## config.mk

```make
export PLATFORM = sky130hd
export DESIGN_NAME = fb_arbiter_flat
export DESIGN_NICKNAME = d
export VERILOG_FILES = /design/src/rtl/fb_arbiter_if.sv /design/src/rtl/fb_arbiter.sv /design/src/flat_wrapper.sv
export SDC_FILE = /design/constraint.sdc
export NUM_CORES = 1
export LEC_CHECK = 0
export BUFFER_PORTS_ARGS = -buffer_cell sky130_fd_sc_hd__buf_2
export CAP_MARGIN = 15
export CORE_ASPECT_RATIO = 0.5
export CORE_MARGIN = 4
export CORE_UTILIZATION = 52
export CTS_CLUSTER_DIAMETER = 50
export DETAILED_ROUTE_END_ITERATION = 10
export PLACE_DENSITY = 0.8
export SETUP_SLACK_MARGIN = 0.05
export SLEW_MARGIN = 20
export SYNTH_ARGS = -nofsm -noshare
export SYNTH_HDL_FRONTEND = slang
export SYNTH_SLANG_ARGS = --single-unit
```

## constraint.sdc

```tcl
create_clock -name i_clk -period 2.8 [get_ports i_clk]
set_clock_uncertainty 0.2 [all_clocks]
set_input_delay 0.28 -clock i_clk [delete_from_list [all_inputs] [get_ports i_clk]]
set_output_delay 0.28 -clock i_clk [all_outputs]
set_load 0.01 [all_outputs]
```

## src/rtl/fb_arbiter_if.sv

```systemverilog
// Framebuffer arbiter bus: display read port, CPU port, clear control and RAM port.
// Latency: none (wires only).
// Backpressure: none; the CPU side holds cpuReq until cpuAck, display is never stalled.
interface fb_arbiter_if #(
  parameter int ADDR_W = 9,
  parameter int DATA_W = 16
);
  // resolution mode, sampled only when a clear starts
  logic              hires;

  // display scanout read port
  logic              dispReq;
  logic [ADDR_W-1:0] dispAddr;
  logic [DATA_W-1:0] dispData;
  logic              dispValid;

  // CPU request/ack port
  logic              cpuReq;
  logic              cpuWe;
  logic [ADDR_W-1:0] cpuAddr;
  logic [DATA_W-1:0] cpuWData;
  logic [DATA_W-1:0] cpuRData;
  logic              cpuAck;

  // clear sequencer control
  logic              clearStart;
  logic              clearBusy;

  // single-port framebuffer RAM
  logic [ADDR_W-1:0] ramAddr;
  logic              ramWe;
  logic [DATA_W-1:0] ramWData;
  logic [DATA_W-1:0] ramRData;

  // arbiter side
  modport slave (
    input  hires, dispReq, dispAddr, cpuReq, cpuWe, cpuAddr, cpuWData, clearStart, ramRData,
    output dispData, dispValid, cpuRData, cpuAck, clearBusy, ramAddr, ramWe, ramWData
  );

  // requester / RAM side
  modport master (
    output hires, dispReq, dispAddr, cpuReq, cpuWe, cpuAddr, cpuWData, clearStart, ramRData,
    input  dispData, dispValid, cpuRData, cpuAck, clearBusy, ramAddr, ramWe, ramWData
  );
endinterface

```

## src/rtl/fb_arbiter.sv

```systemverilog
// Shares the single-port framebuffer RAM between display scanout, the clear sequencer and the CPU.
// Latency: fixed 3 cycles from grant to dispValid/cpuAck, reads and writes alike.
// Backpressure: display always wins; clear stalls on display cycles; CPU waits until both are idle.
module fb_arbiter #(
  parameter int ADDR_W      = 9,
  parameter int DATA_W      = 16,
  parameter int HIRES_WORDS = 512,
  parameter int LORES_WORDS = 128
) (
  input  logic        i_clk,
  input  logic        i_reset,
  fb_arbiter_if.slave io_fb
);

  localparam logic [ADDR_W-1:0] HIRES_LIM = ADDR_W'(HIRES_WORDS - 1);
  localparam logic [ADDR_W-1:0] LORES_LIM = ADDR_W'(LORES_WORDS - 1);

  typedef enum logic [0:0] {
    CLR_IDLE     = 1'b0,
    CLR_CLEARING = 1'b1
  } clr_state_t;

  // clear sequencer state
  clr_state_t        r_clr_state;
  logic [ADDR_W-1:0] r_clr_cnt;
  logic [ADDR_W-1:0] r_clr_lim;
  logic              r_clear_busy;

  // CPU transaction in flight (grant until ack)
  logic              r_cpu_pending;

  // RAM issue registers
  logic [ADDR_W-1:0] r_ram_addr;
  logic              r_ram_we;
  logic [DATA_W-1:0] r_ram_wdata;

  // pipeline tags: s1 = RAM access cycle, s2 = RAM data valid cycle
  logic              r_s1_disp;
  logic              r_s1_cpu;
  logic              r_s1_rd;
  logic              r_s2_disp;
  logic              r_s2_cpu;
  logic              r_s2_rd;

  // retired results
  logic [DATA_W-1:0] r_disp_data;
  logic              r_disp_vld;
  logic [DATA_W-1:0] r_cpu_rdata;
  logic              r_cpu_ack;

  // arbitration
  logic              w_clearing;
  logic              w_gnt_disp;
  logic              w_gnt_clr;
  logic              w_gnt_cpu;

  // Fixed priority display > clear > CPU. The CPU is also held off on a clearStart
  // cycle and on its own ack cycle, so a held request costs at least 4 cycles each.
  always_comb begin
    w_clearing = (r_clr_state == CLR_CLEARING);
    w_gnt_disp = io_fb.dispReq;
    w_gnt_clr  = !io_fb.dispReq && w_clearing;
    w_gnt_cpu  = io_fb.cpuReq && !r_cpu_pending && !w_clearing && !io_fb.clearStart &&
                 !io_fb.dispReq && !r_cpu_ack;
  end

  // Clear FSM: latch the word limit at start, advance only on cycles it owns the RAM.
  // A restart still lets the current cycle's write go out before the counter rewinds.
  always_ff @(posedge i_clk) begin
    if (i_reset) begin
      r_clr_state  <= CLR_IDLE;
      r_clr_cnt    <= '0;
      r_clr_lim    <= '0;
      r_clear_busy <= 1'b0;
    end else if (io_fb.clearStart) begin
      r_clr_state  <= CLR_CLEARING;
      r_clr_cnt    <= '0;
      r_clr_lim    <= io_fb.hires ? HIRES_LIM : LORES_LIM;
      r_clear_busy <= 1'b1;
    end else if (w_gnt_clr) begin
      if (r_clr_cnt == r_clr_lim) begin
        r_clr_state  <= CLR_IDLE;
        r_clear_busy <= 1'b0;
      end else begin
        r_clr_cnt <= r_clr_cnt + 1'b1;
      end
    end
  end

  // CPU pending flag: set on grant, released as the ack is registered.
  always_ff @(posedge i_clk) begin
    if (i_reset) begin
      r_cpu_pending <= 1'b0;
    end else if (w_gnt_cpu) begin
      r_cpu_pending <= 1'b1;
    end else if (r_s2_cpu) begin
      r_cpu_pending <= 1'b0;
    end
  end

  // Register the winning access onto the RAM port and tag it for the return path.
  // The address holds when idle; only the write enable is forced low.
  always_ff @(posedge i_clk) begin
    if (i_reset) begin
      r_ram_addr  <= '0;
      r_ram_we    <= 1'b0;
      r_ram_wdata <= '0;
      r_s1_disp   <= 1'b0;
      r_s1_cpu    <= 1'b0;
      r_s1_rd     <= 1'b0;
    end else begin
      r_ram_we  <= w_gnt_clr || (w_gnt_cpu && io_fb.cpuWe);
      r_s1_disp <= w_gnt_disp;
      r_s1_cpu  <= w_gnt_cpu;
      r_s1_rd   <= w_gnt_cpu && !io_fb.cpuWe;
      if (w_gnt_disp) begin
        r_ram_addr  <= io_fb.dispAddr;
        r_ram_wdata <= '0;
      end else if (w_gnt_clr) begin
        r_ram_addr  <= r_clr_cnt;
        r_ram_wdata <= '0;
      end else if (w_gnt_cpu) begin
        r_ram_addr  <= io_fb.cpuAddr;
        r_ram_wdata <= io_fb.cpuWe ? io_fb.cpuWData : '0;
      end
    end
  end

  // Delay the tags across the RAM's one-cycle read latency.
  always_ff @(posedge i_clk) begin
    if (i_reset) begin
      r_s2_disp <= 1'b0;
      r_s2_cpu  <= 1'b0;
      r_s2_rd   <= 1'b0;
    end else begin
      r_s2_disp <= r_s1_disp;
      r_s2_cpu  <= r_s1_cpu;
      r_s2_rd   <= r_s1_rd;
    end
  end

  // Retire: capture read data into the owner's register; each holds until its next read.
  always_ff @(posedge i_clk) begin
    if (i_reset) begin
      r_disp_data <= '0;
      r_disp_vld  <= 1'b0;
      r_cpu_rdata <= '0;
      r_cpu_ack   <= 1'b0;
    end else begin
      r_disp_vld <= r_s2_disp;
      r_cpu_ack  <= r_s2_cpu;
      if (r_s2_disp) begin
        r_disp_data <= io_fb.ramRData;
      end
      if (r_s2_cpu && r_s2_rd) begin
        r_cpu_rdata <= io_fb.ramRData;
      end
    end
  end

  assign io_fb.dispData  = r_disp_data;
  assign io_fb.dispValid = r_disp_vld;
  assign io_fb.cpuRData  = r_cpu_rdata;
  assign io_fb.cpuAck    = r_cpu_ack;
  assign io_fb.clearBusy = r_clear_busy;
  assign io_fb.ramAddr   = r_ram_addr;
  assign io_fb.ramWe     = r_ram_we;
  assign io_fb.ramWData  = r_ram_wdata;

endmodule

```

## src/flat_wrapper.sv

```systemverilog
// flat-port wrapper written by rule: the top's interface ports become plain ports
module fb_arbiter_flat 
#(
  parameter int ADDR_W      = 9,
  parameter int DATA_W      = 16,
  parameter int HIRES_WORDS = 512,
  parameter int LORES_WORDS = 128
)
  (i_clk, i_reset, io_fb_hires, io_fb_dispReq, io_fb_dispAddr, io_fb_cpuReq, io_fb_cpuWe, io_fb_cpuAddr, io_fb_cpuWData, io_fb_clearStart, io_fb_ramRData, io_fb_dispData, io_fb_dispValid, io_fb_cpuRData, io_fb_cpuAck, io_fb_clearBusy, io_fb_ramAddr, io_fb_ramWe, io_fb_ramWData);
  fb_arbiter_if #(.ADDR_W(ADDR_W), .DATA_W(DATA_W)) io_fb_i ();
  input  logic i_clk;
  input  logic i_reset;
  input wire logic [$bits(io_fb_i.hires)-1:0] io_fb_hires;
  input wire logic [$bits(io_fb_i.dispReq)-1:0] io_fb_dispReq;
  input wire logic [$bits(io_fb_i.dispAddr)-1:0] io_fb_dispAddr;
  input wire logic [$bits(io_fb_i.cpuReq)-1:0] io_fb_cpuReq;
  input wire logic [$bits(io_fb_i.cpuWe)-1:0] io_fb_cpuWe;
  input wire logic [$bits(io_fb_i.cpuAddr)-1:0] io_fb_cpuAddr;
  input wire logic [$bits(io_fb_i.cpuWData)-1:0] io_fb_cpuWData;
  input wire logic [$bits(io_fb_i.clearStart)-1:0] io_fb_clearStart;
  input wire logic [$bits(io_fb_i.ramRData)-1:0] io_fb_ramRData;
  output wire logic [$bits(io_fb_i.dispData)-1:0] io_fb_dispData;
  output wire logic [$bits(io_fb_i.dispValid)-1:0] io_fb_dispValid;
  output wire logic [$bits(io_fb_i.cpuRData)-1:0] io_fb_cpuRData;
  output wire logic [$bits(io_fb_i.cpuAck)-1:0] io_fb_cpuAck;
  output wire logic [$bits(io_fb_i.clearBusy)-1:0] io_fb_clearBusy;
  output wire logic [$bits(io_fb_i.ramAddr)-1:0] io_fb_ramAddr;
  output wire logic [$bits(io_fb_i.ramWe)-1:0] io_fb_ramWe;
  output wire logic [$bits(io_fb_i.ramWData)-1:0] io_fb_ramWData;
  assign io_fb_i.hires = io_fb_hires;
  assign io_fb_i.dispReq = io_fb_dispReq;
  assign io_fb_i.dispAddr = io_fb_dispAddr;
  assign io_fb_i.cpuReq = io_fb_cpuReq;
  assign io_fb_i.cpuWe = io_fb_cpuWe;
  assign io_fb_i.cpuAddr = io_fb_cpuAddr;
  assign io_fb_i.cpuWData = io_fb_cpuWData;
  assign io_fb_i.clearStart = io_fb_clearStart;
  assign io_fb_i.ramRData = io_fb_ramRData;
  assign io_fb_dispData = io_fb_i.dispData;
  assign io_fb_dispValid = io_fb_i.dispValid;
  assign io_fb_cpuRData = io_fb_i.cpuRData;
  assign io_fb_cpuAck = io_fb_i.cpuAck;
  assign io_fb_clearBusy = io_fb_i.clearBusy;
  assign io_fb_ramAddr = io_fb_i.ramAddr;
  assign io_fb_ramWe = io_fb_i.ramWe;
  assign io_fb_ramWData = io_fb_i.ramWData;
  fb_arbiter #(.ADDR_W(ADDR_W), .DATA_W(DATA_W), .HIRES_WORDS(HIRES_WORDS), .LORES_WORDS(LORES_WORDS)) u_core (.i_clk(i_clk), .i_reset(i_reset), .io_fb(io_fb_i));
endmodule
```

==> flow_metrics.env <==
export IMPL_finalSetupTns_ns=0
export IMPL_p_clk_frac=0.446
export IMPL_power_ir_vdd_worst_uv=400
export IMPL_crit_arrival_ns=1.93
export IMPL_tmin_final_ns=1.91
export IMPL_initial_antenna_violation_count=0
export IMPL_yosys_cell_types_count=38
export IMPL_crit_chain="or4_1 -> o2bb2ai_2 -> a2111o_2 -> nor2_1 -> mux2i_1"
export IMPL_static_leakage_power_nw=1.82
export IMPL_io_pins=118
export IMPL_final_core_util=0.747
export IMPL_yosys_top_cells_area="sky130_fd_sc_hd__dfxtp_1 (51%), sky130_fd_sc_hd__nand2_1 (10%), sky130_fd_sc_hd__mux2i_1 (9.0%), sky130_fd_sc_hd__a21oi_1 (7.1%), sky130_fd_sc_hd__nor2_1 (4.0%)"
export IMPL_drc_errors=0
export IMPL_core_area_sq_mm=0.00563
export IMPL_synth_largest_area_cell="sky130_fd_sc_hd__dfxtp_1"
export IMPL_dominantRegCellSynth="sky130_fd_sc_hd__dfxtp_1"
export IMPL_postSynthAreaPerCell_sq_um=8.56
export IMPL_timing_critical_path_fanout_max=7
export IMPL_globalRouteTotalUtil=0.220
export IMPL_crit_path_start_kind="flop"
export IMPL_drtIter0Drc=169
export IMPL_vias=2926
export IMPL_tightest_slew_margin_relative_to_the_limit=0.597
export IMPL_die_area_sq_mm=0.00735
export IMPL_fin_nets=550
export IMPL_timing_max_cap_violations=0
export IMPL_fp_dieH_um=62.7
export IMPL_period_share=0.682
export IMPL_setup_repair_after_global_routing_missed_its_margin="false"
export IMPL_setup_viol_count_final=0
export IMPL_start_util=0.552
export IMPL_ys_seq_elements=79
export IMPL_seqPwrFrac=0.463
export IMPL_total_clock_buffers_created_by_cts=9
export IMPL_achievable_frequency_mhz=523
export IMPL_cts_root_buffer="sky130_fd_sc_hd__clkbuf_16"
export IMPL_io_buffers=117
export IMPL_setup_worst_path_end_class="flop"
export IMPL_slowest_delay_ns=0.54
export IMPL_max_buffers_root_to_sink=2
export IMPL_avgViaCountPerCell=5.13
export IMPL_clock_sink_count=79
export IMPL_grt_pass1_wl_mm=13.2
export IMPL_critPathKind="flop to flop"
export IMPL_cts_max_level=3
export IMPL_antenna_left=0
export IMPL_seq_area_frac_synth=0.509
export IMPL_synth_top_area_share=0.509
export IMPL_switchingPower_mw=0.571
export IMPL_synthesis_nets=421
export IMPL_min_delay_path_class="primary input to flop"
export IMPL_number_of_buffers_added_for_setup_after_cts=0
export IMPL_hold_violations=0
export IMPL_critical_path_required_ns=2.82
export IMPL_max_slew_worst_pin_slew_ns=0.604
export IMPL_grt_start_max_net_pins=54
export IMPL_synthesis_area_sq_mm=0.00311
export IMPL_swShare=0.227
export IMPL_cellPowerDensity_mw_per_mm2=598
export IMPL_die_width_um=117
export IMPL_synthToLayoutAreaGrowth_pct=35.5
export IMPL_antennaDiodeCount=0
export IMPL_routed_wl_mm=7.87
export IMPL_final_hold_worst_slack_ns=0.0139
export IMPL_synthesis_instances=363
export IMPL_worst_path_max_delay_cell="sky130_fd_sc_hd__or4_1"
export IMPL_first_global_vias=2720
export IMPL_power_combinational_fraction=0.091
export IMPL_place_congestion=0.854
export IMPL_run_status="finished, final reports clean"
export IMPL_grt_ovfl_total=0
export IMPL_clkTransAtPathRegs_ns=0.06
export IMPL_tritoncts="built"
export IMPL_synth_edf_count=0
export IMPL_num_rows=19
export IMPL_layout_drive_gt1_share=0.286
export IMPL_final_fill_count=436
export IMPL_hpwlAfterDp_mm=5.42
export IMPL_routed_wire_length_per_instance_um=13.8
export IMPL_async_flop_share=0
export IMPL_drv_slew=0
export IMPL_clock_latency_ns=0.33
export IMPL_synth_warning_count=0
export IMPL_firstDrtPassIters=4
export IMPL_internal_power_mw=1.95
## power groups by stage
| stage | logic, mW | clock network, mW | registers (mW) |
|---|---|---|---|
| 3_3_place_gp | 0.205 | 0 | 1.19 |
| 5_1_grt | 0.254 | 1.21 | 1.17 |
| 3_5_place_dp | 0.206 | 0 | 1.19 |
| 6_report | 0.230 | 1.12 | 1.17 |
| 2_1_floorplan | 0.110 | 0 | 1.20 |
| 4_1_cts | 0.229 | 1.16 | 1.17 |
## Yosys cell counts (all sizes together) (2+ instances only)
master  instances
a21oi          45
nor2b           7
xnor2           4
or3             5
nand3          20
clkbuf         13
dfxtp          79
nand4           2
inv             2
buf            11
or4             2
nor3            2
mux2i          28
o21ai          10
nand2          83
nor2           33
## cells by family after synthesis
family,synth area share
fa+ha+maj,0.00403
buf+inv,0.0354
simple gates,0.226
mux,0.0902
xor+xnor,0.0113
flops,0.509
compound gates,0.124
## routing by layer
layer / GRT usage / vias up / part of all wire
met2: 0.384 / 67 / 0.50
met4: 0.0833 / 0 / 0.014
met1: 0.251 / 1362 / 0.43
met3: 0.0787 / 13 / 0.052
met5: 0 / - / 0
li1: - / 1484 / -
## cell type report
| type | instances | area, sq um | share of cell area |
|---|---|---|---|
| Multi-Input combinational cell | 258 | 1420 | 0.336 |
| Sequential cell | 79 | 1580 | 0.376 |
| Inverter | 2 | 7.51 | 0.00178 |
| Timing Repair Buffer | 142 | 823 | 0.196 |
| Clock buffer | 11 | 233 | 0.0553 |
| Tap cell | 73 | 91.3 | 0.0217 |
| Clock inverter | 5 | 57.6 | 0.0137 |
## metrics by stage
stage | total power, mW | cell area (sq um) | setup WS [ns] | std cells
finish | 2.52 | 4210 | 0.890 | 570
global route | 2.63 | 4210 | 0.737 | 570
CTS | 2.55 | 4210 | 0.884 | 570
detailed placement | 1.40 | 3720 | 0.827 | 534
global placement | 1.39 | 3720 | 0.889 | 534
floorplan | 1.31 | 3110 | 0.962 | 363
## sequential cells by signal, indices dropped and copies added (netlist names)
register and cells:
u_core.io_fb.ramWData 16, u_core.io_fb.ramAddr 9, u_core.io_fb.dispValid 1, u_core.r_s1_cpu 1
u_core.io_fb.dispData 16, u_core.io_fb.cpuRData 16, u_core.r_s2_cpu 1, u_core.io_fb.cpuAck 1
u_core.r_clr_lim 2, u_core.io_fb.ramWe 1, u_core.r_cpu_pending 1, u_core.r_clr_cnt 9
u_core.r_s1_rd 1, u_core.r_s2_rd 1, u_core.r_s2_disp 1, u_core.r_s1_disp 1
u_core.r_clr_state 1
## layout by cell type (no fill, tap or decap), drive strengths merged, types with 2 or more instances in the layout
cell type    count
nor2b            7
a21oi           45
mux2i           28
clkinv           3
dfxtp           79
nand3           20
or3              5
nor3             2
dlygate4sd3     20
buf            122
o21ai           10
xnor2            4
inv              3
nor2            33
nand4            2
or4              2
nand2           83
clkbuf          11
## what timing repair did
item,4_1_cts,5_1_grt
endpoints found under the hold margin,25,0
hold buffers,20,0
resized for setup,0,0
## path summary, 6_finish.rpt
kind	endpoint	startpoint	slack (ns)	depth (start not counted)
worst max-delay path	u_core.r_clr_cnt[7]	u_core.r_clr_cnt[0]	0.89	5
worst min-delay path	u_core.io_fb.ramWData[11]	io_fb_cpuWData[11]	0.01	3
worst max register to register	u_core.r_clr_cnt[7]	u_core.r_clr_cnt[0]	0.89	5
worst min register to register	u_core.r_s2_disp	u_core.r_s1_disp	0.24	1
## worst max-delay path: cells and delay by family (launching register included)
family          cells  cell delay [ns]
compound gates      2             0.52
mux                 1             0.11
simple gates        2             0.60
flops               1             0.37
No activity file was read; power rests on OpenSTA's default activity.
